**src/rtl/ct_f_spsram_2048x59_ctrl_pkg.sv**
```systemverilog
// Shared constants for the 2048x59 single-port SRAM request front-end:
// array geometry, write-enable group boundaries and controller states.
package ct_f_spsram_2048x59_ctrl_pkg;

  localparam int ADDR_WIDTH  = 11;
  localparam int DATA_WIDTH  = 59;
  localparam int WEN_HI_BIT  = 58;
  localparam int WEN_MID_BIT = 57;
  localparam int WEN_LO_BIT  = 28;

  typedef enum logic {
    ST_INIT = 1'b0,
    ST_RUN  = 1'b1
  } state_t;

  // The wrapper only honours three enable groups, so each group follows its representative mask bit.
  function automatic logic [DATA_WIDTH-1:0] wen_from_mask(input logic [DATA_WIDTH-1:0] mask);
    logic [DATA_WIDTH-1:0] wen;
    wen = {DATA_WIDTH{1'b1}};
    wen[WEN_HI_BIT] = ~mask[WEN_HI_BIT];
    wen[WEN_HI_BIT-1:WEN_LO_BIT+1] = {(WEN_HI_BIT-WEN_LO_BIT-1){~mask[WEN_MID_BIT]}};
    wen[WEN_LO_BIT:0] = {(WEN_LO_BIT+1){~mask[WEN_LO_BIT]}};
    return wen;
  endfunction

endpackage

```
**src/rtl/ct_f_spsram_rsp_fifo.sv**
```systemverilog
// Small synchronous FIFO holding read responses; head is the oldest entry.
module ct_f_spsram_rsp_fifo #(
  parameter int DEPTH = 3,
  parameter int WIDTH = 59,
  parameter int CNT_W = $clog2(DEPTH + 1)
) (
  input  logic             clk,
  input  logic             rst,
  input  logic             push,
  input  logic             pop,
  input  logic [WIDTH-1:0] din,
  output logic [WIDTH-1:0] head,
  output logic [CNT_W-1:0] count
);

  localparam int PTR_W = (DEPTH > 1) ? $clog2(DEPTH) : 1;

  logic [WIDTH-1:0] mem [DEPTH];
  logic [PTR_W-1:0] wr_ptr;
  logic [PTR_W-1:0] rd_ptr;

  // Depth need not be a power of two, so pointers wrap explicitly.
  function automatic logic [PTR_W-1:0] ptr_inc(input logic [PTR_W-1:0] p);
    if (p == PTR_W'(DEPTH - 1)) begin
      return {PTR_W{1'b0}};
    end else begin
      return p + PTR_W'(1);
    end
  endfunction

  always_ff @(posedge clk or posedge rst) begin
    if (rst) begin
      for (int i = 0; i < DEPTH; i++) begin
        mem[i] <= {WIDTH{1'b0}};
      end
      wr_ptr <= {PTR_W{1'b0}};
      rd_ptr <= {PTR_W{1'b0}};
      count  <= {CNT_W{1'b0}};
    end else begin
      if (push) begin
        mem[wr_ptr] <= din;
        wr_ptr      <= ptr_inc(wr_ptr);
      end
      if (pop) begin
        rd_ptr <= ptr_inc(rd_ptr);
      end
      case ({push, pop})
        2'b10:   count <= count + CNT_W'(1);
        2'b01:   count <= count - CNT_W'(1);
        default: count <= count;
      endcase
    end
  end

  assign head = mem[rd_ptr];

  ct_f_spsram_rsp_fifo_chk #(.DEPTH(DEPTH), .CNT_W(CNT_W)) u_chk (
    .clk   (clk),
    .rst   (rst),
    .push  (push),
    .pop   (pop),
    .count (count)
  );

endmodule

```
**src/rtl/ct_f_spsram_rsp_fifo_chk.sv**
```systemverilog
// Occupancy checks for the response FIFO: never pushed when full, never popped when empty.
module ct_f_spsram_rsp_fifo_chk #(
  parameter int DEPTH = 3,
  parameter int CNT_W = 2
) (
  input logic             clk,
  input logic             rst,
  input logic             push,
  input logic             pop,
  input logic [CNT_W-1:0] count
);

  no_overflow: assert property (@(posedge clk) disable iff (rst)
    !(push && !pop && (count == CNT_W'(DEPTH))));

  no_underflow: assert property (@(posedge clk) disable iff (rst)
    !(pop && (count == {CNT_W{1'b0}})));

endmodule

```
**src/rtl/ct_f_spsram_2048x59_ctrl.sv**
```systemverilog
// Front-end for a 2048x59 single-port SRAM: zero-fill sweep after reset, then
// one request per cycle with read data returned through a small response FIFO.
module ct_f_spsram_2048x59_ctrl
  import ct_f_spsram_2048x59_ctrl_pkg::*;
#(
  parameter int DEPTH     = 2048,
  parameter int INIT_EN   = 1,
  parameter int RSP_DEPTH = 3
) (
  input  logic                  forever_cpuclk,
  input  logic                  cpurst,
  input  logic                  req_vld,
  output logic                  req_rdy,
  input  logic                  req_wr,
  input  logic [ADDR_WIDTH-1:0] req_addr,
  input  logic [DATA_WIDTH-1:0] req_wdata,
  input  logic [DATA_WIDTH-1:0] req_wmask,
  output logic                  rsp_vld,
  input  logic                  rsp_rdy,
  output logic [DATA_WIDTH-1:0] rsp_rdata,
  output logic                  init_done,
  output logic [ADDR_WIDTH-1:0] sram_a,
  output logic                  sram_cen,
  output logic                  sram_gwen,
  output logic [DATA_WIDTH-1:0] sram_wen,
  output logic [DATA_WIDTH-1:0] sram_d,
  input  logic [DATA_WIDTH-1:0] sram_q
);

  localparam int CNT_W = $clog2(RSP_DEPTH + 1);
  localparam int OCC_W = CNT_W + 1;

  state_t                state;
  state_t                state_nxt;
  logic [ADDR_WIDTH-1:0] init_cnt;
  logic                  pend;
  logic                  run;
  logic                  fire;
  logic                  pop;
  logic [CNT_W-1:0]      fifo_count;
  logic [OCC_W-1:0]      occ;

  always_ff @(posedge forever_cpuclk or posedge cpurst) begin
    if (cpurst) begin
      state    <= (INIT_EN != 0) ? ST_INIT : ST_RUN;
      init_cnt <= {ADDR_WIDTH{1'b0}};
      pend     <= 1'b0;
    end else begin
      state    <= state_nxt;
      init_cnt <= (state == ST_INIT) ? init_cnt + ADDR_WIDTH'(1) : init_cnt;
      pend     <= fire & ~req_wr;
    end
  end

  always_comb begin
    state_nxt = state;
    if ((state == ST_INIT) && (init_cnt == ADDR_WIDTH'(DEPTH - 1))) begin
      state_nxt = ST_RUN;
    end else begin
      state_nxt = state;
    end
  end

  // A read still in the SRAM pipeline reserves its FIFO slot, so backpressure never overflows.
  assign run       = (state == ST_RUN) & ~cpurst;
  assign occ       = {1'b0, fifo_count} + {{CNT_W{1'b0}}, pend};
  assign req_rdy   = run & (occ < OCC_W'(RSP_DEPTH));
  assign fire      = req_vld & req_rdy;
  assign init_done = run;
  assign rsp_vld   = (fifo_count != {CNT_W{1'b0}});
  assign pop       = rsp_vld & rsp_rdy;

  always_comb begin
    sram_cen  = 1'b1;
    sram_gwen = 1'b1;
    sram_wen  = {DATA_WIDTH{1'b1}};
    sram_a    = {ADDR_WIDTH{1'b0}};
    sram_d    = {DATA_WIDTH{1'b0}};
    if (!cpurst) begin
      case (state)
        ST_INIT: begin
          sram_cen  = 1'b0;
          sram_gwen = 1'b0;
          sram_wen  = {DATA_WIDTH{1'b0}};
          sram_a    = init_cnt;
        end
        ST_RUN: begin
          sram_a    = req_addr;
          sram_d    = req_wdata;
          sram_cen  = ~fire;
          sram_gwen = ~(fire & req_wr);
          if (fire && req_wr) begin
            sram_wen = wen_from_mask(req_wmask);
          end else begin
            sram_wen = {DATA_WIDTH{1'b1}};
          end
        end
        default: begin
          sram_cen = 1'b1;
        end
      endcase
    end else begin
      sram_cen = 1'b1;
    end
  end

  ct_f_spsram_rsp_fifo #(.DEPTH(RSP_DEPTH), .WIDTH(DATA_WIDTH), .CNT_W(CNT_W)) u_rsp_fifo (
    .clk   (forever_cpuclk),
    .rst   (cpurst),
    .push  (pend),
    .pop   (pop),
    .din   (sram_q),
    .head  (rsp_rdata),
    .count (fifo_count)
  );

endmodule
```
**config.mk**
```make
export PLATFORM = sky130hd
export DESIGN_NAME = ct_f_spsram_2048x59_ctrl
export DESIGN_NICKNAME = d
export VERILOG_FILES = /design/src/rtl/ct_f_spsram_2048x59_ctrl_pkg.sv /design/src/rtl/ct_f_spsram_rsp_fifo.sv /design/src/rtl/ct_f_spsram_rsp_fifo_chk.sv /design/src/rtl/ct_f_spsram_2048x59_ctrl.sv
export SDC_FILE = /design/constraint.sdc
export NUM_CORES = 1
export LEC_CHECK = 0
export BUFFER_PORTS_ARGS = -buffer_cell sky130_fd_sc_hd__clkbuf_2
export CORE_ASPECT_RATIO = 2
export CORE_MARGIN = 8
export CORE_UTILIZATION = 50
export DETAILED_ROUTE_END_ITERATION = 8
export PLACE_DENSITY_LB_ADDON = 0.12
export SETUP_SLACK_MARGIN = 0.4
export SLEW_MARGIN = 10
export SYNTH_ARGS = -nofsm -noshare
export SYNTH_HDL_FRONTEND = slang
export SYNTH_SLANG_ARGS = --single-unit
```
**constraint.sdc**
```tcl
create_clock -name forever_cpuclk -period 13.2 [get_ports forever_cpuclk]
set_input_delay 0.66 -clock forever_cpuclk [delete_from_list [all_inputs] [get_ports forever_cpuclk]]
set_output_delay 0.66 -clock forever_cpuclk [all_outputs]
set_load 0.05 [all_outputs]
```
==> results of run 1 <==
==> cells in the final DEF, fill, tap and decap left out, types with 3 or more instances in the layout <==
cell | netlist | layout
o21ai_0 | 63 | 63
and2_1 | 59 | 59
a21o_1 | 3 | 3
clkbuf_2 | 0 | 329
nand2b_1 | 3 | 3
nand2_1 | 73 | 73
buf_4 | 56 | 7
mux2i_1 | 68 | 68
clkbuf_16 | 0 | 17
dfrtp_1 | 196 | 194
a21oi_1 | 5 | 5
mux2_2 | 168 | 168
mux2_4 | 10 | 10
nor2_1 | 14 | 14
inv_6 | 0 | 3
xor2_1 | 7 | 7
xnor2_1 | 6 | 6
nand3_1 | 4 | 3
ha_1 | 4 | 4
nor3_1 | 5 | 4
==> layer usage <==
| layer | vias to the layer above | part of all wire |
|---|---|---|
| met5 | - | 0 |
| li1 | 3204 | - |
| met1 | 3322 | 0.39 |
| met4 | 0 | 0.014 |
| met2 | 251 | 0.52 |
| met3 | 15 | 0.071 |
==> final cells by class <==
class	instances	share of cell area
Clock buffer	21	0.0395
Antenna cell	1	0.000215
Clock inverter	10	0.00849
Multi-Input combinational cell	504	0.354
Inverter	5	0.00226
Sequential cell	196	0.422
Tap cell	259	0.0278
Timing Repair Buffer	336	0.146
==> state kept, by name, summed over array words and instances, names as in the netlist <==
name               cells
u_rsp_fifo.mem       177
init_cnt              11
u_rsp_fifo.count       2
u_rsp_fifo.rd_ptr      2
u_rsp_fifo.wr_ptr      2
pend                   1
state                  1
==> stage by stage <==
step | power, uW | std cells | utilization
after floorplan | 1180 | 812 | -
after detailed placement | 1360 | 1300 | 0.578
after global routing | 1910 | 1331 | 0.607
after global placement | 1350 | 1300 | 0.578
final | 1830 | 1332 | 0.607
after CTS | 1850 | 1331 | 0.607
==> logic make-up (layout without fill, tap and decap cells) <==
family                     Yosys count  count (layout)  synth area share
adders and majority gates            4               4           0.00518
DFF                                196             196             0.507
and+or+nand+nor                    169             169            0.0863
AOI/OAI and AO/OA                   72              72            0.0386
other                                0               1                 0
muxes                              246             246             0.282
xor gates and xnor gates            13              13            0.0118
buffers and inverters              112             372            0.0692
==> path summary, 6_finish.rpt <==
kind / end / slack (ns) / depth (start not counted)
max: rsp_rdata[10] / 9.49 / 5
min: pend / 0.47 / 3
min reg2reg: u_rsp_fifo.mem[115] / 0.50 / 1
min in group asynchronous: u_rsp_fifo.mem[46] / 0.67 / 2
max in group asynchronous: u_rsp_fifo.rd_ptr[0] / 11.09 / 3
max reg2reg: u_rsp_fifo.mem[75] / 11.25 / 3
==> power by group <==
part	internal (uW)	leakage [uW]	switching [uW]
clock	271	0.000270	226
sequential	626	0.00244	35.6
combinational	168	0.00319	504
total	1060	0.00590	765
==> critical path: stages, from the launching register on <==
cell	delay (ns)
dfrtp_4	0.69
nor2b_4	0.91
buf_4	0.45
nand2_1	0.09
o21ai_0	0.12
clkbuf_2	0.33
==> summary.txt, run 1 <==
CP Capture Type - output pin
Maxcap violations - 0
DRC - 0
Outcome - finished clean
Clk_lat worst skew - 0.42 ns
Area contributors post-synth - dfrtp_1, mux2_2, mux2i_1, buf_4, and2_1
Worst r2r src - u_rsp_fifo.wr_ptr[1]
Mapped Cells - 812
Netlist Area Pre-Place - 9670 um^2
Clock H-tree levels - 4
CORE AREA - 19200 um^2
Buffers on Ports - 329
Total routed wirelength - 25400 um
Post-Syn Area per Cell - 11.9 um^2
Met1 usage - 0.235
Layout area overhead - 20.5%
Synthesis-stage register bit count - 196
Hold Crit Class - input pin to flop
Synth top area share - 0.507
Vias after detailed routing - 6792
GRT Total Usage - 0.212
Tmin final - 3.71 ns
Hold path start - req_vld
FF/Latch Area - 4910 um^2
Final worst path period share - 0.281
Grt total ovfl - 0
Post-CTS Setup Bufs - 0
Die ar. - 24300 um^2
Sum of negative setup slack - 0 ns
Worst Setup SP - u_rsp_fifo.rd_ptr[0]
Quantity of gates resized following cts - 0
Global-route met2 utilization - 0.378
HPWL Detailed - 17900 um
Final Hold Viols - 0
Max_slew headroom - 0.278
Hold slack - 0.470 ns
Clk buf depth - 2
DR vias/cell - 5.10
I/O pin cnt - 386
Starting Density - 0.504
Yosys warns - 0
RSZ-0062 raised after global routing - no
Async set or reset register ratio after synthesis - 1.00
Grt peak-use layer - met2
PnR worst setup slack - 9.49 ns
Final Max Slew Viols - 0
WS Path Type - flop to output pin
Sink Count - 196
Distinct cell type count after synthesis - 32
Vias in the first global route - 7311
Total CTS buffers - 17
Post-synth EDFFs - 0
VDD IR-drop max - 89.3 uV
DP Worst Slack - 9.89 ns
Reg clk slew, reported paths - 0.07 ns
Wirelength per Cell - 19.1 um
Pin count of the biggest net entering global routing - 136
Post-route ant nets - 0
Transition time at the pin with the least slew margin - 1.08 ns
GPL Wtd Cong - 0.772
FMAX - 270 MHz
Pleak - 0.00590 uW
Dominant synthesized flop cell - dfrtp_1
Final layout net count - 1257
FP Rows - 72
Final setup fails - 0
Power per cell area - 157 nW/um^2
Cell taking the most area after synthesis - dfrtp_1
Die Span X - 114 um
Crit path required time - 12.54 ns
Post-synth top cells - dfrtp_1, mux2_2, nand2_1, mux2i_1, o21ai_0
Startpoint Class - flop
Die Span Y - 213 um
CTS tree - done
Initial antenna violation count - 0
Clock Tree Root - clkbuf_16
Post-DP Area - 11100 um^2
Register area share after synthesis - 0.507
Drt initial violations - 295
Cell area after layout - 11600 um^2
Layout cell share with drive strength beyond 1 - 0.517
Worst-path fanout max - 37
Drt pass-1 iters - 4
Hold Buf Count CTS - 0
Global-route wire length before repair - 39800 um
Multi-input logic area - 4130 um^2
Syn nets - 1009
Worst clock skew - 0.00815 ns
Most common cell in the netlist - dfrtp_1
Met3 usage - 0.0632
Fillers - 1689
Worst Path Arrival - 3.05 ns
No activity file was read; power rests on OpenSTA's default activity.
==> inputs of run 2 (changes only) <==
--- a/config.mk
+++ b/config.mk
@@ -8,7 +8,7 @@
 export BUFFER_PORTS_ARGS = -buffer_cell sky130_fd_sc_hd__clkbuf_2
 export CORE_ASPECT_RATIO = 2
 export CORE_MARGIN = 8
-export CORE_UTILIZATION = 50
+export CORE_UTILIZATION = 44
 export DETAILED_ROUTE_END_ITERATION = 8
 export PLACE_DENSITY_LB_ADDON = 0.12
 export SETUP_SLACK_MARGIN = 0.4
==> constraint.sdc (replaced) <==
create_clock -name forever_cpuclk -period 3 [get_ports forever_cpuclk]
set_input_delay 0.15 -clock forever_cpuclk [delete_from_list [all_inputs] [get_ports forever_cpuclk]]
set_output_delay 0.15 -clock forever_cpuclk [all_outputs]
set_load 0.05 [all_outputs]
==> run 2 against run 1 <==
Total power rose to 4.5 times the previous value. Setup slack got worse by 9.0 ns. Sequential power rose to 4.4 times the previous value. Combinational power rose to 4.6 times the previous value. Critical path depth rose by 1. Via count rose by 3.3%. Non-clock buffer count rose by 69. Clock skew rose by 0.0049 ns. Wire length rose by 2.5%. Clock power rose to 4.6 times the previous value. Critical path type unchanged.
==> summary.txt, run 2 (same netlist as run 1, synthesis figures left out) <==
Outcome - finished clean
Worst Path Arrival - 2.32 ns
Worst-path fanout max - 29
I/O pin cnt - 386
Hold Crit Class - input pin to flop
Drt initial violations - 275
Final Max Slew Viols - 0
Comb power frac - 0.372
Sink Count - 196
Final Hold Viols - 0
Largest Register - u_rsp_fifo.mem
Most used cell, CP - ha_1
Pint - 4800 uW
Startpoint Class - flop
Worst R2R Path Depth - 5
Vias after detailed routing - 7015
Total routed wirelength - 26000 um
Crit path required time - 2.85 ns
Maxcap violations - 0
Vias in the first global route - 7530
Commonest non-fill, non-tap cell in the layout - clkbuf_2
Most frequent cells in the layout - clkbuf_2, dfrtp_1, mux2_2
Die ar. - 27300 um^2
CTS tree - done
FP Rows - 77
Die Span Y - 226 um
Crit-path cells - ha_1 -> ha_1 -> a21o_1 -> o21ai_4 -> nand2_4 -> clkbuf_2
Post-route ant nets - 0
Sw frac - 0.419
Crit path buffers/inverters - 1
Sum of negative setup slack - 0 ns
Final cell count without fillers - 1418
Cell area after layout - 12400 um^2
Top flop regs - u_rsp_fifo.mem x177, init_cnt x11
Reg clk slew, reported paths - 0.07 ns
Worst clock skew - 0.0131 ns
DR vias/cell - 4.95
Pleak - 0.00620 uW
Clock H-tree levels - 4
Clk buf depth - 2
Transition time at the pin with the least slew margin - 0.921 ns
Initial antenna violation count - 3
Buffers on Ports - 329
Switching power - 3460 uW
Clock share of power - 0.276
Tmin final - 2.47 ns
Clk_lat worst skew - 0.43 ns
Total CTS buffers - 17
FMAX - 404 MHz
DRC - 0
Final worst path period share - 0.825
VDD IR-drop max - 404 uV
CP Capture Type - output pin
Clock Tree Root - clkbuf_16
CP top delay family - adder cells
Worst R2R End - pend
Worst r2r src - pend
Grt total ovfl - 0
WS Path Type - flop to output pin
Global-route wire length before repair - 41100 um
Critical Path Max Stage Delay - 0.44 ns
RSZ-0062 raised after global routing - yes
CP max stage cell - dfrtp_1
Drt pass-1 iters - 5
Max_slew headroom - 0.386
Starting Density - 0.442
Hold depth - 3
Sequential power share - 0.352
Max reg flops - 177
Power per cell area - 666 nW/um^2
Layout area overhead - 28.3%
GPL Wtd Cong - 0.905
Hold path start - req_vld
GRT Total Usage - 0.191
Pin count of the biggest net entering global routing - 163
HPWL Detailed - 18200 um
Die Span X - 121 um
CORE AREA - 21900 um^2
R2R Setup Slk - 0.99 ns
Hold worst-path end - pend
Layout cell share with drive strength beyond 1 - 0.499
Final setup fails - 0
Post-DP Area - 11200 um^2
Final layout net count - 1326
Wirelength per Cell - 18.4 um
N_diodes - 0
Hold slack - 0.0713 ns
Dpl cells - 1326
-- run 2: cell count changes in the layout (fill, tap and decap cells not counted), moves of 2 or more --
cell	previous run	this run
inv_6	3	6
nand2_4	0	2
clkbuf_2	329	273
clkbuf_1	2	0
buf_2	0	56
dlygate4sd3_1	0	60
nand2_1	73	71
buf_4	7	14
buf_12	0	2
-- run 2: per-stage QoR --
| stage | setup slack, ns | total power (uW) | util |
|---|---|---|---|
| after global placement | 0.444 | 6000 | 0.512 |
| after floorplan | -1.60 | 5210 | - |
| after CTS | 0.397 | 8400 | 0.567 |
| after global routing | 0.388 | 8670 | 0.567 |
| final | 0.526 | 8270 | 0.567 |
| after detailed placement | 0.409 | 6010 | 0.512 |
-- run 2: repair_timing --
action                                  CTS  global route
resized for setup                         5            57
hold buffers                             60             0
hold endpoints to repair                178             0
setup buffers                             0             0
endpoints found under the setup margin   61           117
gates cloned                              0             0
-- run 2: area by class of cell --
cell class	instances	area, um^2
clock buffer	19	453
sequential	196	4910
tap	276	345
multi-input combinational	504	4150
inverter	5	22.5
fill	1894	9460
clock inverter	13	135
timing repair buffer	405	2390
-- run 2: metal layers --
metal / vias to the layer above / track usage / share of wire
met3: 15 / 0.0583 / 0.076
met5: - / 0 / 0
met4: 0 / 0.0535 / 0.011
met1: 3427 / 0.253 / 0.45
li1: 3358 / - / -
met2: 215 / 0.295 / 0.47
-- run 2: how the worst max path moves through the flow --
stage | start | endpoint | depth (start not counted)
final | pend | sram_wen[50] | 6
after global routing | pend | sram_wen[19] | 6
after floorplan | cpurst | sram_gwen | 3
after detailed placement | pend | sram_wen[19] | 6
after global placement | pend | sram_wen[19] | 6
after CTS | state | sram_d[54] | 4
-- run 2: worst reg2reg max path, delay by kind of cell (launching register included) --
kind | cells | cell delay, ns
adders and majority gates | 2 | 0.50
DFF | 1 | 0.44
AOI/OAI and AO/OA | 1 | 0.24
and+or+nand+nor | 2 | 0.69
-- run 2: power by group through the flow --
stage	Clock [uW]	Sequential, uW	Combinational [uW]
finish	2280	2910	3080
global route	2460	2930	3280
CTS	2370	2910	3120
detailed placement	0	2960	3050
global placement	0	2950	3040
floorplan	0	2840	2360
==> inputs of run 3 (changes only) <==
--- a/config.mk
+++ b/config.mk
@@ -5,10 +5,11 @@
 export SDC_FILE = /design/constraint.sdc
 export NUM_CORES = 1
 export LEC_CHECK = 0
+export ABC_AREA = 1
 export BUFFER_PORTS_ARGS = -buffer_cell sky130_fd_sc_hd__clkbuf_2
 export CORE_ASPECT_RATIO = 2
 export CORE_MARGIN = 8
-export CORE_UTILIZATION = 44
+export CORE_UTILIZATION = 45
 export DETAILED_ROUTE_END_ITERATION = 8
 export PLACE_DENSITY_LB_ADDON = 0.12
 export SETUP_SLACK_MARGIN = 0.4
==> constraint.sdc (replaced) <==
create_clock -name forever_cpuclk -period 2 [get_ports forever_cpuclk]
set_input_delay 0.1 -clock forever_cpuclk [delete_from_list [all_inputs] [get_ports forever_cpuclk]]
set_output_delay 0.1 -clock forever_cpuclk [all_outputs]
set_load 0.05 [all_outputs]
==> run 3 against run 2 <==
The run now ends with setup timing left. Clock power rose by 56%. Clock-buffer cell count fell by 2. Wire length rose by 98%. Largest cell class is now non-clock buffers. Largest power group unchanged.
==> summary.txt, run 3 <==
Outcome - complete, but fails checks
Failing checks - setup timing
Final core occ - 0.904
Pleak - 0.00951 uW
Sum of negative setup slack - -24.91 ns
FF/Latch Area - 4910 um^2
Distinct cell type count after synthesis - 24
Cell taking the most area after synthesis - dfrtp_1
Maxcap violations - 0
DP Worst Slack - 0.0435 ns
Post-synth EDFFs - 0
WS Path Type - flop to flop
Transition time at the pin with the least slew margin - 0.887 ns
Mapped Cells - 1225
CORE AREA - 22100 um^2
GRT Total Usage - 0.318
Synthesis-stage register bit count - 196
Synth top area share - 0.485
Starting Density - 0.459
Area contributors post-synth - dfrtp_1, nand2_1, o21ai_2, nand3_1, buf_4
Total routed wirelength - 51400 um
DRC - 0
Max_slew headroom - 0.408
FMAX - 405 MHz
Worst-path fanout max - 2
Final Hold Viols - 0
Async set or reset register ratio after synthesis - 1.00
Hold Crit Class - input pin to async pin
DR vias/cell - 5.89
CP Capture Type - flop
Post-Syn Area per Cell - 8.26 um^2
Tmin final - 2.47 ns
Most frequent cells in the layout - nand2_1, dfrtp_1, buf_12
Critical Path Max Stage Delay - 0.41 ns
Final cell count without fillers - 1937
Syn nets - 1422
Crit path buffers/inverters - 10
Reg clk slew, reported paths - 0.09 ns
Register area share after synthesis - 0.485
Yosys warns - 0
Fillers - 795
Sink Count - 196
Netlist Area Pre-Place - 10100 um^2
Pin count of the biggest net entering global routing - 146
Layout cell share with drive strength beyond 1 - 0.575
Top flop regs - u_rsp_fifo.mem x177, init_cnt x11
Cell area after layout - 19900 um^2
Grt total ovfl - 0
Post-route ant nets - 0
HPWL Detailed - 21200 um
Crit path required time - 2.36 ns
Power per cell area - 1250 nW/um^2
Max reg flops - 177
Global-route wire length before repair - 67800 um
Layout area overhead - 97.1%
CTS tree - done
CP max stage cell - dfrtp_1
Vias after detailed routing - 11400
Most used cell, CP - buf_4
CP top delay family - buffers and inverters
Clk_lat worst skew - 0.44 ns
Buffers on Ports - 329
Die ar. - 27800 um^2
Clock Tree Root - clkbuf_16
Final worst path period share - 1.23
PnR worst setup slack - -0.470 ns
Initial antenna violation count - 1
VDD IR-drop max - 1210 uV
Commonest non-fill, non-tap cell in the layout - nand2_1
Post-synth top cells - nand2_1, dfrtp_1, nand3_1, o21ai_2, inv_1
Most common cell in the netlist - nand2_1
RSZ-0062 raised after global routing - yes
Dominant synthesized flop cell - dfrtp_1
Crit-path cells - ha_2 -> ha_4 -> nor2_2 -> nand3_4 -> buf_4 -> buf_4 -> buf_4 -> buf_4 -> buf_4 -> buf_4 -> buf_4 -> buf_4 -> buf_4 -> buf_4 -> nor2_4
Final Max Slew Viols - 0
Final setup fails - 109
Worst Path Arrival - 2.83 ns
Multi-input logic area - 6490 um^2
Final layout net count - 1844
Largest Register - u_rsp_fifo.mem
Post-DP Area - 13200 um^2
Clk buf depth - 2
Worst clock skew - 0.0164 ns
I/O pin cnt - 386
Wirelength per Cell - 26.6 um
Drt initial violations - 1132
Total CTS buffers - 17
Die Span X - 122 um
Drt pass-1 iters - 5
Startpoint Class - flop
Vias in the first global route - 11900
GPL Wtd Cong - 0.841
Clock H-tree levels - 4
FP Rows - 77
Die Span Y - 228 um
Dpl cells - 1729
-- run 3: cell types whose count changed in the layout (fill, tap and decap cells not counted), moves of 73 or more --
cell      delta
buf_12     +145
buf_8       +73
clkbuf_2   -137
inv_1       +74
mux2_2     -168
nand2_1    +171
nand2_4    +119
o21ai_2     +96
-- run 3: per-stage QoR --
step / hold WS, ns / total power (uW)
after floorplan: 0.161 / 9650
after global placement: 0.283 / 14500
after detailed placement: 0.288 / 14500
after CTS: 0.00741 / 23700
after global routing: 0.0482 / 25500
final: 0.0360 / 24900
-- run 3: tightest hold or removal path: cells and delay by family --
kind	cells	cell delay (ns)
buffers and inverters	3	0.90
-- run 3: area by class of cell --
type,instances,share of cell area
Clock buffer,17,0.0213
Tap cell,276,0.0173
Clock inverter,15,0.00840
Inverter,87,0.0174
Sequential cell,196,0.246
Timing Repair Buffer,535,0.364
Multi-Input combinational cell,810,0.325
Antenna cell,1,0.000125
-- run 3: timing repair --
| item | CTS | global route |
|---|---|---|
| pin swaps | 88 | 44 |
| setup endpoints to repair | 192 | 284 |
| endpoints found under the hold margin | 159 | 0 |
| hold buffers | 60 | 0 |
| gates cloned | 33 | 4 |
| setup buffers | 66 | 12 |
| resized for setup | 750 | 197 |
-- run 3: path summary, 6_finish.rpt --
check                                            end               start  slack [ns]  cells after the start
min in group forever_cpuclk      u_rsp_fifo.mem[176]          sram_q[58]        0.05                      3
worst min register to register    u_rsp_fifo.mem[23]  u_rsp_fifo.mem[23]        0.49                      2
worst max register to register                  pend                pend       -0.47                     15
max in group asynchronous        u_rsp_fifo.mem[139]              cpurst        1.34                      3
worst max-delay path                            pend                pend       -0.47                     15
worst min-delay path            u_rsp_fifo.rd_ptr[1]              cpurst        0.04                      3
-- run 3: kinds of logic (layout without fill, tap and decap cells) --
family,count (synthesis),count (layout),synth area share
AND/OR/NAND/NOR,598,600,0.241
buffers and inverters,221,654,0.128
AO/OA/AOI/OAI,197,197,0.133
flip-flops,196,196,0.485
XOR/XNOR,9,9,0.00779
adder cells (fa/ha/maj),4,4,0.00495
other,0,1,0
-- run 3: routing by layer --
layer	part of all wire	track usage
met1	0.32	0.315
met2	0.52	0.574
met3	0.081	0.0797
met4	0.081	0.187
met5	0	0
-- run 3: report_power, final --
part           total (uW)  internal (uW)  switching [uW]
Sequential           4040           4000            40.8
Combinational       17300           7900            9400
Clock                3550           1790            1760
Total               24900          13700           11200
